[config.mk]
export PLATFORM = sky130hd
export DESIGN_NAME = shortint_frame_rx
export DESIGN_NICKNAME = d
export VERILOG_FILES = /design/src/rtl/shortint_frame_pkg.sv /design/src/rtl/shortint_frame_rx.sv
export SDC_FILE = /design/constraint.sdc
export NUM_CORES = 1
export LEC_CHECK = 0
export BUFFER_PORTS_ARGS = -buffer_cell sky130_fd_sc_hd__clkbuf_2
export CAP_MARGIN = 20
export CORE_ASPECT_RATIO = 0.5
export CORE_MARGIN = 8
export CORE_UTILIZATION = 40
export CTS_CLUSTER_SIZE = 25
export DETAILED_ROUTE_END_ITERATION = 12
export GPL_TIMING_DRIVEN = 0
export MAX_ROUTING_LAYER = met4
export PLACE_DENSITY = 0.71
export SLEW_MARGIN = 10
export SYNTH_ARGS = -nofsm -noshare
export SYNTH_HDL_FRONTEND = slang
export SYNTH_SLANG_ARGS = --single-unit
[constraint.sdc]
create_clock -name clk -period 8.2 [get_ports clk]
set_input_delay 0 -clock clk [delete_from_list [all_inputs] [get_ports clk]]
set_output_delay 0 -clock clk [all_outputs]
set_load 0.03 [all_outputs]
[src/rtl/shortint_frame_pkg.sv]
// Shared types and helpers for the shortint frame receiver.
package shortint_frame_pkg;
  typedef bit [0:1][4:2][3:3] field_t;
  typedef enum logic [1:0] {HUNT, PAYLOAD, TRAILER, HOLD} rx_state_t;

  localparam logic [5:0] SYNC_DEFAULT = 6'b101101;

  function automatic logic hdr_is_sync(logic [15:0] w, logic [5:0] sync = SYNC_DEFAULT);
    return w[15:10] == sync;
  endfunction
endpackage

[src/rtl/shortint_frame_rx.sv]
// Hunts for a sync header, assembles header+payload+XOR trailer, holds frame until taken.
module shortint_frame_rx
  import shortint_frame_pkg::*;
#(
  parameter int         NWORDS = 2,
  parameter logic [5:0] SYNC   = SYNC_DEFAULT
) (
  input  logic        clk,
  input  logic        rst,
  input  logic        in_valid,
  input  logic [15:0] in_data,
  output logic        in_ready,
  output logic        out_valid,
  input  logic        out_ready,
  output field_t      out_bits,
  output shortint     out_words [1:NWORDS],
  output logic        out_err,
  output logic [7:0]  drop_cnt
);

  rx_state_t   r_state;
  logic        r_ready;
  logic        r_valid;
  logic        r_err;
  field_t      r_bits;
  shortint     r_words [1:NWORDS];
  logic [15:0] r_chk;
  logic [3:0]  r_idx;
  logic [7:0]  r_drop;

  logic w_in_xfer;
  logic w_out_xfer;

  assign w_in_xfer  = in_valid && r_ready;
  assign w_out_xfer = r_valid && out_ready;

  always_ff @(posedge clk) begin
    if (rst) begin
      r_state <= HUNT;
      r_ready <= 1'b1;
      r_valid <= 1'b0;
      r_err   <= 1'b0;
      r_bits  <= '0;
      r_chk   <= '0;
      r_idx   <= 4'd1;
      r_drop  <= '0;
      for (int i = 1; i <= NWORDS; i++) r_words[i] <= '0;
    end else begin
      case (r_state)
        HUNT: if (w_in_xfer) begin
          if (hdr_is_sync(in_data, SYNC)) begin
            r_bits  <= field_t'(in_data[5:0]);
            r_chk   <= in_data;
            r_idx   <= 4'd1;
            r_state <= PAYLOAD;
          end else if (r_drop != 8'hFF) begin
            r_drop <= r_drop + 8'd1;
          end
        end
        // Sync-looking words inside a frame are plain payload; no resync here.
        PAYLOAD: if (w_in_xfer) begin
          r_words[r_idx] <= shortint'(in_data);
          r_chk          <= r_chk ^ in_data;
          if (r_idx == 4'(NWORDS)) r_state <= TRAILER;
          else                     r_idx   <= r_idx + 4'd1;
        end
        TRAILER: if (w_in_xfer) begin
          r_err   <= (in_data != r_chk);
          r_valid <= 1'b1;
          r_ready <= 1'b0;
          r_state <= HOLD;
        end
        HOLD: if (w_out_xfer) begin
          r_valid <= 1'b0;
          r_ready <= 1'b1;
          r_state <= HUNT;
        end
        default: r_state <= HUNT;
      endcase
    end
  end

  assign in_ready  = r_ready;
  assign out_valid = r_valid;
  assign out_err   = r_err;
  assign out_bits  = r_bits;
  assign drop_cnt  = r_drop;
  always_comb for (int i = 1; i <= NWORDS; i++) out_words[i] = r_words[i];

endmodule

==> results of run 1 <==
layout make-up:
type	count	area [µm²]	area share
sequential	71	1582	0.3571
inverter	20	75.07	0.01695
multi-input combinational	251	1767	0.3989
buffer	20	95.09	0.02147
clock buffer	10	229.0	0.05169
timing repair buffer	75	402.9	0.09096
tap	117	146.4	0.03305
clock inverter	6	132.6	0.02994
kinds of logic (layout without fill, tap and decap cells):
logic type               after synthesis  after routing  synth area share
AO/OA/AOI/OAI                         83             83            0.1860
XOR/XNOR                              15             15           0.03742
adder cells (fa/ha/maj)                8              8           0.02851
buffers and inverters                 40            131           0.04846
flip-flops                            71             71            0.4505
multiplexers                          22             22           0.06272
AND/OR/NAND/NOR                      123            123            0.1864
where the power goes:
group,internal [mW],switching [mW],total [mW]
clock,0.327,0.150,0.477
combinational,0.0573,0.132,0.189
sequential,0.378,0.0120,0.390
total,0.763,0.293,1.06
routing by layer:
metal,wire length (µm),vias up,share of wire,global-route usage
li1,-,1505,-,-
met1,4416,1468,0.47,0.1967
met2,4312,67,0.46,0.2572
met3,464,10,0.050,0.04513
met4,132,0,0.014,0.05146
met5,0,-,0,-
flip-flops by register name, summed over array words and instances, names as in the netlist:
register and count:
r_words 32, r_chk 16, drop_cnt 8, out_bits 6, r_idx 4, r_state 2, in_ready 1, out_err 1
out_valid 1
final timing paths:
check / end / startpoint / cells past startpoint
max: r_words[1][7] / r_state[1] / 7
min: out_bits[0] / in_data[0] / 3
max reg2reg: r_words[1][7] / r_state[1] / 7
min reg2reg: r_idx[3] / r_idx[3] / 1
stage by stage:
stage / cell area, µm² / total power, mW / hold WS, ns / std cells / worst slack, ns
global route: 4429 / 1.097 / 0.02459 / 570 / 5.244
detailed placement: 4018 / 0.5837 / 0.3146 / 549 / 5.420
global placement: 3998 / 0.5782 / 0.3091 / 547 / 3.265
CTS: 4429 / 1.064 / 0.003881 / 570 / 5.400
finish: 4429 / 1.056 / 0.008023 / 570 / 5.421
floorplan: 3511 / 0.5231 / 0.1472 / 362 / 4.761
worst max-delay path, stage by stage, from the launching register on:
cell	delay [ns]
dfxtp_1	0.33
inv_1	0.12
ha_1	0.19
clkbuf_1	0.38
inv_1	0.20
clkbuf_1	0.30
o41ai_2	0.64
buf_2	0.32
cells in the final DEF, fill, tap and decap left out, drive strengths merged, types with 8 or more instances in the layout:
cell type  synthesis  layout
inv               20      20
nand2             33      33
nor2              28      28
edfxtp            16      16
o31a              10      10
xnor2             15      15
ha                 8       8
clkbuf            16      94
nand2b             8       8
a211oi            11      11
o32ai             11      11
a21oi             10      10
dfxtp             55      55
and2              17      17
mux2i             22      22
synth_stat cells (all sizes together) (2+ instances only):
| library cell | count | area (µm²) |
|---|---|---|
| a21oi | 10 | 50.05 |
| mux2i | 22 | 220.2 |
| and4b | 3 | 30.03 |
| buf | 4 | 35.02 |
| edfxtp | 16 | 480.5 |
| nor2b | 2 | 12.51 |
| o221ai | 6 | 52.55 |
| or3 | 2 | 12.51 |
| inv | 20 | 75.07 |
| o21ai | 7 | 38.79 |
| o31a | 10 | 87.58 |
| clkbuf | 16 | 60.06 |
| o41ai | 7 | 61.31 |
| and2 | 17 | 106.4 |
| o32ai | 11 | 103.9 |
| nand2 | 33 | 123.9 |
| nand3 | 6 | 35.03 |
| nand4 | 5 | 31.28 |
| or4 | 2 | 15.01 |
| ha | 8 | 100.1 |
| dfxtp | 55 | 1101 |
| or3b | 2 | 17.52 |
| a31oi | 3 | 18.77 |
| nor3 | 3 | 26.28 |
| o311ai | 3 | 26.28 |
| o31ai | 2 | 15.01 |
| a211oi | 11 | 82.58 |
| xnor2 | 15 | 131.4 |
| nand2b | 8 | 50.05 |
| nor2 | 28 | 105.1 |
| nand3b | 7 | 52.55 |
==> results.toml, run 1 <==
[detailed_routing]
wirelength_mm = 9.326
routedWlPerCell_um = 16.36
vias_per_cell = 5.351
vias = 3050
drtIter0Drc = 226
first_pass_iters = 5
detail-route-antenna-nets = 0
drc_errors = 0

[sta]
relSlewSlack = 0.5872
slew_violations = 0
fin_skew_ns = 0.007118
fmax_mhz = 359.8
setup-violations-final = 0
finalHoldViolCount = 0
grt_setup_unrepaired = "false"
period_needed_ns = 2.779
worst_pin_slew_ns = 0.6126
setup_tns_ns = 0
period_share = 0.3389

[cts]
cts_hold_buf = 5
clkTransAtPathRegs_ns = 0.06
cts_buffers = 9
clock-sinks = 71
cts_setup_buffers = 0
cts_resized = 0
cts_tree = "built"
clock_path_buffers = 2
clk_latency_ns = 0.34
cts_root_buf = "clkbuf_16"
cts_max_level = 3

[power_and_ir_drop]
max-vdd-ir-drop_uv = 106.0
p_leak_nw = 1.691
power_density_nw_per_um2 = 238.5

[critical_path]
worst-path-max-fanout = 10
critPathLaunchType = "flop"
crit_type = "flop to flop"
cp.arrival_ns = 2.82
required_ns = 8.24
rrSetupSlack_ns = 5.42
worst_setup_path_end_kind = "flop"

[floorplanning]
rows = 24
core_um2 = 8618
die_area_um2 = 12210
initial_utilization = 0.4074
die_w_um = 148.5
die_h_um = 82.25
io_pins = 69

[yosys]
synth-seq-cells = 71
yosys_warnings = 0
syn_nets = 390
synthArstFlopShare = 0
synth_cell_types = 56
synth_top_flop_cell = "dfxtp_1"
synth-seq-area-share = 0.4505
synth_edf_count = 16
syn_area_per_cell_um2 = 9.699
netlist_instances = 362
syn_area_um2 = 3511

[finish]
fin_util = 0.5139
diodes = 0
drive_gt1_frac = 0.2141
syn2layout_area_growth_pct = 26.16
fillers = 799
fin_nets = 476

[grt]
antenna_found_initial = 0
grt_max_degree = 13
grt_pass1_vias = 2849
grt_pass1_wl_mm = 14.88
track_usage = 0.1612
overflow = 0

[worst_hold_path]
min_path_type = "primary input to flop"

[placement]
place_congestion = 0.8623
place_hpwl_mm = 6.547
portBuffers = 68

[run_status]
status = "completed"

[job]
max-cap-violations = 0
Power figures use the tool's default switching activity.
==> run 2: changes to the inputs <==
--- a/config.mk
+++ b/config.mk
@@ -14,7 +14,7 @@
 export DETAILED_ROUTE_END_ITERATION = 12
 export GPL_TIMING_DRIVEN = 0
 export MAX_ROUTING_LAYER = met4
-export PLACE_DENSITY = 0.71
+export PLACE_DENSITY = 0.73
 export SLEW_MARGIN = 10
 export SYNTH_ARGS = -nofsm -noshare
 export SYNTH_HDL_FRONTEND = slang
==> constraint.sdc (replaced) <==
create_clock -name clk -period 2.5 [get_ports clk]
set_input_delay 0 -clock clk [delete_from_list [all_inputs] [get_ports clk]]
set_output_delay 0 -clock clk [all_outputs]
set_load 0.03 [all_outputs]
==> results.toml, run 2 (synthesis gave the netlist of run 1 again) <==
[critical_path]
cp.arrival_ns = 2.32
crit_type = "flop to flop"
slowest_delay_ns = 0.45
worst_setup_path_end_kind = "flop"
crit_buf_inv = 5
cpMaxStageDelayCell = "o41ai_4"
worst-path-max-fanout = 10
crit_chain = "inv_1 -> ha_1 -> clkbuf_2 -> inv_1 -> clkbuf_1 -> o41ai_4 -> buf_4"
critPathLaunchType = "flop"
crit_family = "buffers and inverters"
required_ns = 2.54
crit_path_frequent_cell = "inv_1"

[power_and_ir_drop]
power_density_nw_per_um2 = 733.9
p_leak_nw = 1.674
max-vdd-ir-drop_uv = 377.3

[floorplanning]
io_pins = 69
core_um2 = 8618
die_area_um2 = 12210
die_h_um = 82.25
die_w_um = 148.5
rows = 24
initial_utilization = 0.4074

[cts]
cts_buffers = 9
clock_path_buffers = 2
cts_root_buf = "clkbuf_16"
cts_max_level = 3
clock-sinks = 71
cts_tree = "built"
clk_latency_ns = 0.33
clkTransAtPathRegs_ns = 0.05

[placement]
place_hpwl_mm = 6.502
portBuffers = 68
place_congestion = 0.8310

[finish]
final_cell_mix = "69 x clkbuf_2, 55 x dfxtp_1, 33 x nand2_1"
fin_nets = 476
drive_gt1_frac = 0.2141
fillers = 810
largest_register_ffs = 32
final_common_cell = "clkbuf_2"
fin_util = 0.5103
diodes = 0
largest-register = "r_words"
syn2layout_area_growth_pct = 25.27

[sta]
relSlewSlack = 0.6180
finalHoldViolCount = 0
worst_pin_slew_ns = 0.5729
fmax_mhz = 437.8
setup_tns_ns = 0
grt_setup_unrepaired = "false"
setup-violations-final = 0
period_share = 0.9136
slew_violations = 0
fin_skew_ns = 0.006379
period_needed_ns = 2.284

[detailed_routing]
vias_per_cell = 5.379
drc_errors = 0
routedWlPerCell_um = 16.25
wirelength_mm = 9.261
detail-route-antenna-nets = 0
vias = 3066
first_pass_iters = 4
drtIter0Drc = 231

[grt]
grt_pass1_wl_mm = 14.81
overflow = 0
track_usage = 0.1611
antenna_found_initial = 0
grt_max_degree = 12
grt_pass1_vias = 2901

[run_status]
status = "completed"

[job]
max-cap-violations = 0

[worst_hold_path]
min_path_type = "primary input to flop"
[run 2: layout make-up]
type | count | area [µm²] | share of cell area
timing repair buffer | 75 | 409.1 | 0.09303
clock buffer | 14 | 274.0 | 0.06230
buffer | 20 | 96.34 | 0.02191
clock inverter | 2 | 37.54 | 0.008535
sequential | 71 | 1582 | 0.3596
inverter | 20 | 75.07 | 0.01707
multi-input combinational | 251 | 1778 | 0.4043
tap | 117 | 146.4 | 0.03329
[run 2: power breakdown]
part           internal [mW]  switching [mW]
Clock                  0.855           0.470
Combinational          0.195           0.430
Sequential              1.24          0.0366
[run 2: layer usage]
| metal | track usage | vias up | routed length (µm) |
|---|---|---|---|
| li1 | - | 1515 | - |
| met1 | 0.1921 | 1460 | 4206 |
| met2 | 0.2572 | 81 | 4306 |
| met3 | 0.04840 | 10 | 620 |
| met4 | 0.05853 | 0 | 127 |
| met5 | - | - | 0 |
[run 2: final timing paths]
path / cells past startpoint / slack (ns) / start / end
setup reg to reg: 7 / 0.22 / r_state[1] / r_words[1][10]
setup / recovery: 7 / 0.22 / r_state[1] / r_words[1][10]
hold reg to reg: 2 / 0.48 / drop_cnt[7] / drop_cnt[7]
hold / removal: 3 / 0.02 / in_data[2] / out_bits[2]
[run 2: stage by stage]
stage          power (mW)  hold WS, ns  worst slack [ns]  instances  instance area [µm²]
3_5_place_dp        1.910       0.3124           -0.2405        548                 4028
6_report            3.228      0.01517            0.2160        570                 4398
2_1_floorplan       1.722       0.1472            0.1674        362                 3530
5_1_grt             3.368      0.02779           0.04701        570                 4398
3_3_place_gp        1.899       0.3022           -0.4851        547                 4016
4_1_cts             3.250      0.01030           0.02589        570                 4397
[run 2: repair_timing]
action                                  4_1_cts  5_1_grt
endpoints found under the hold margin         9        0
endpoints found under the setup margin       16       16
buffers inserted                              1        0
pin swaps                                     1        0
hold buffers                                  5        0
gates resized for setup                       0        2
[run 2: worst reg2reg max path: cells and delay by family (launching register included)]
family / cells / cell delay [ns]
adders and majority gates: 1 / 0.19
buffers and inverters: 5 / 1.02
DFF: 1 / 0.32
AOI/OAI and AO/OA: 1 / 0.46
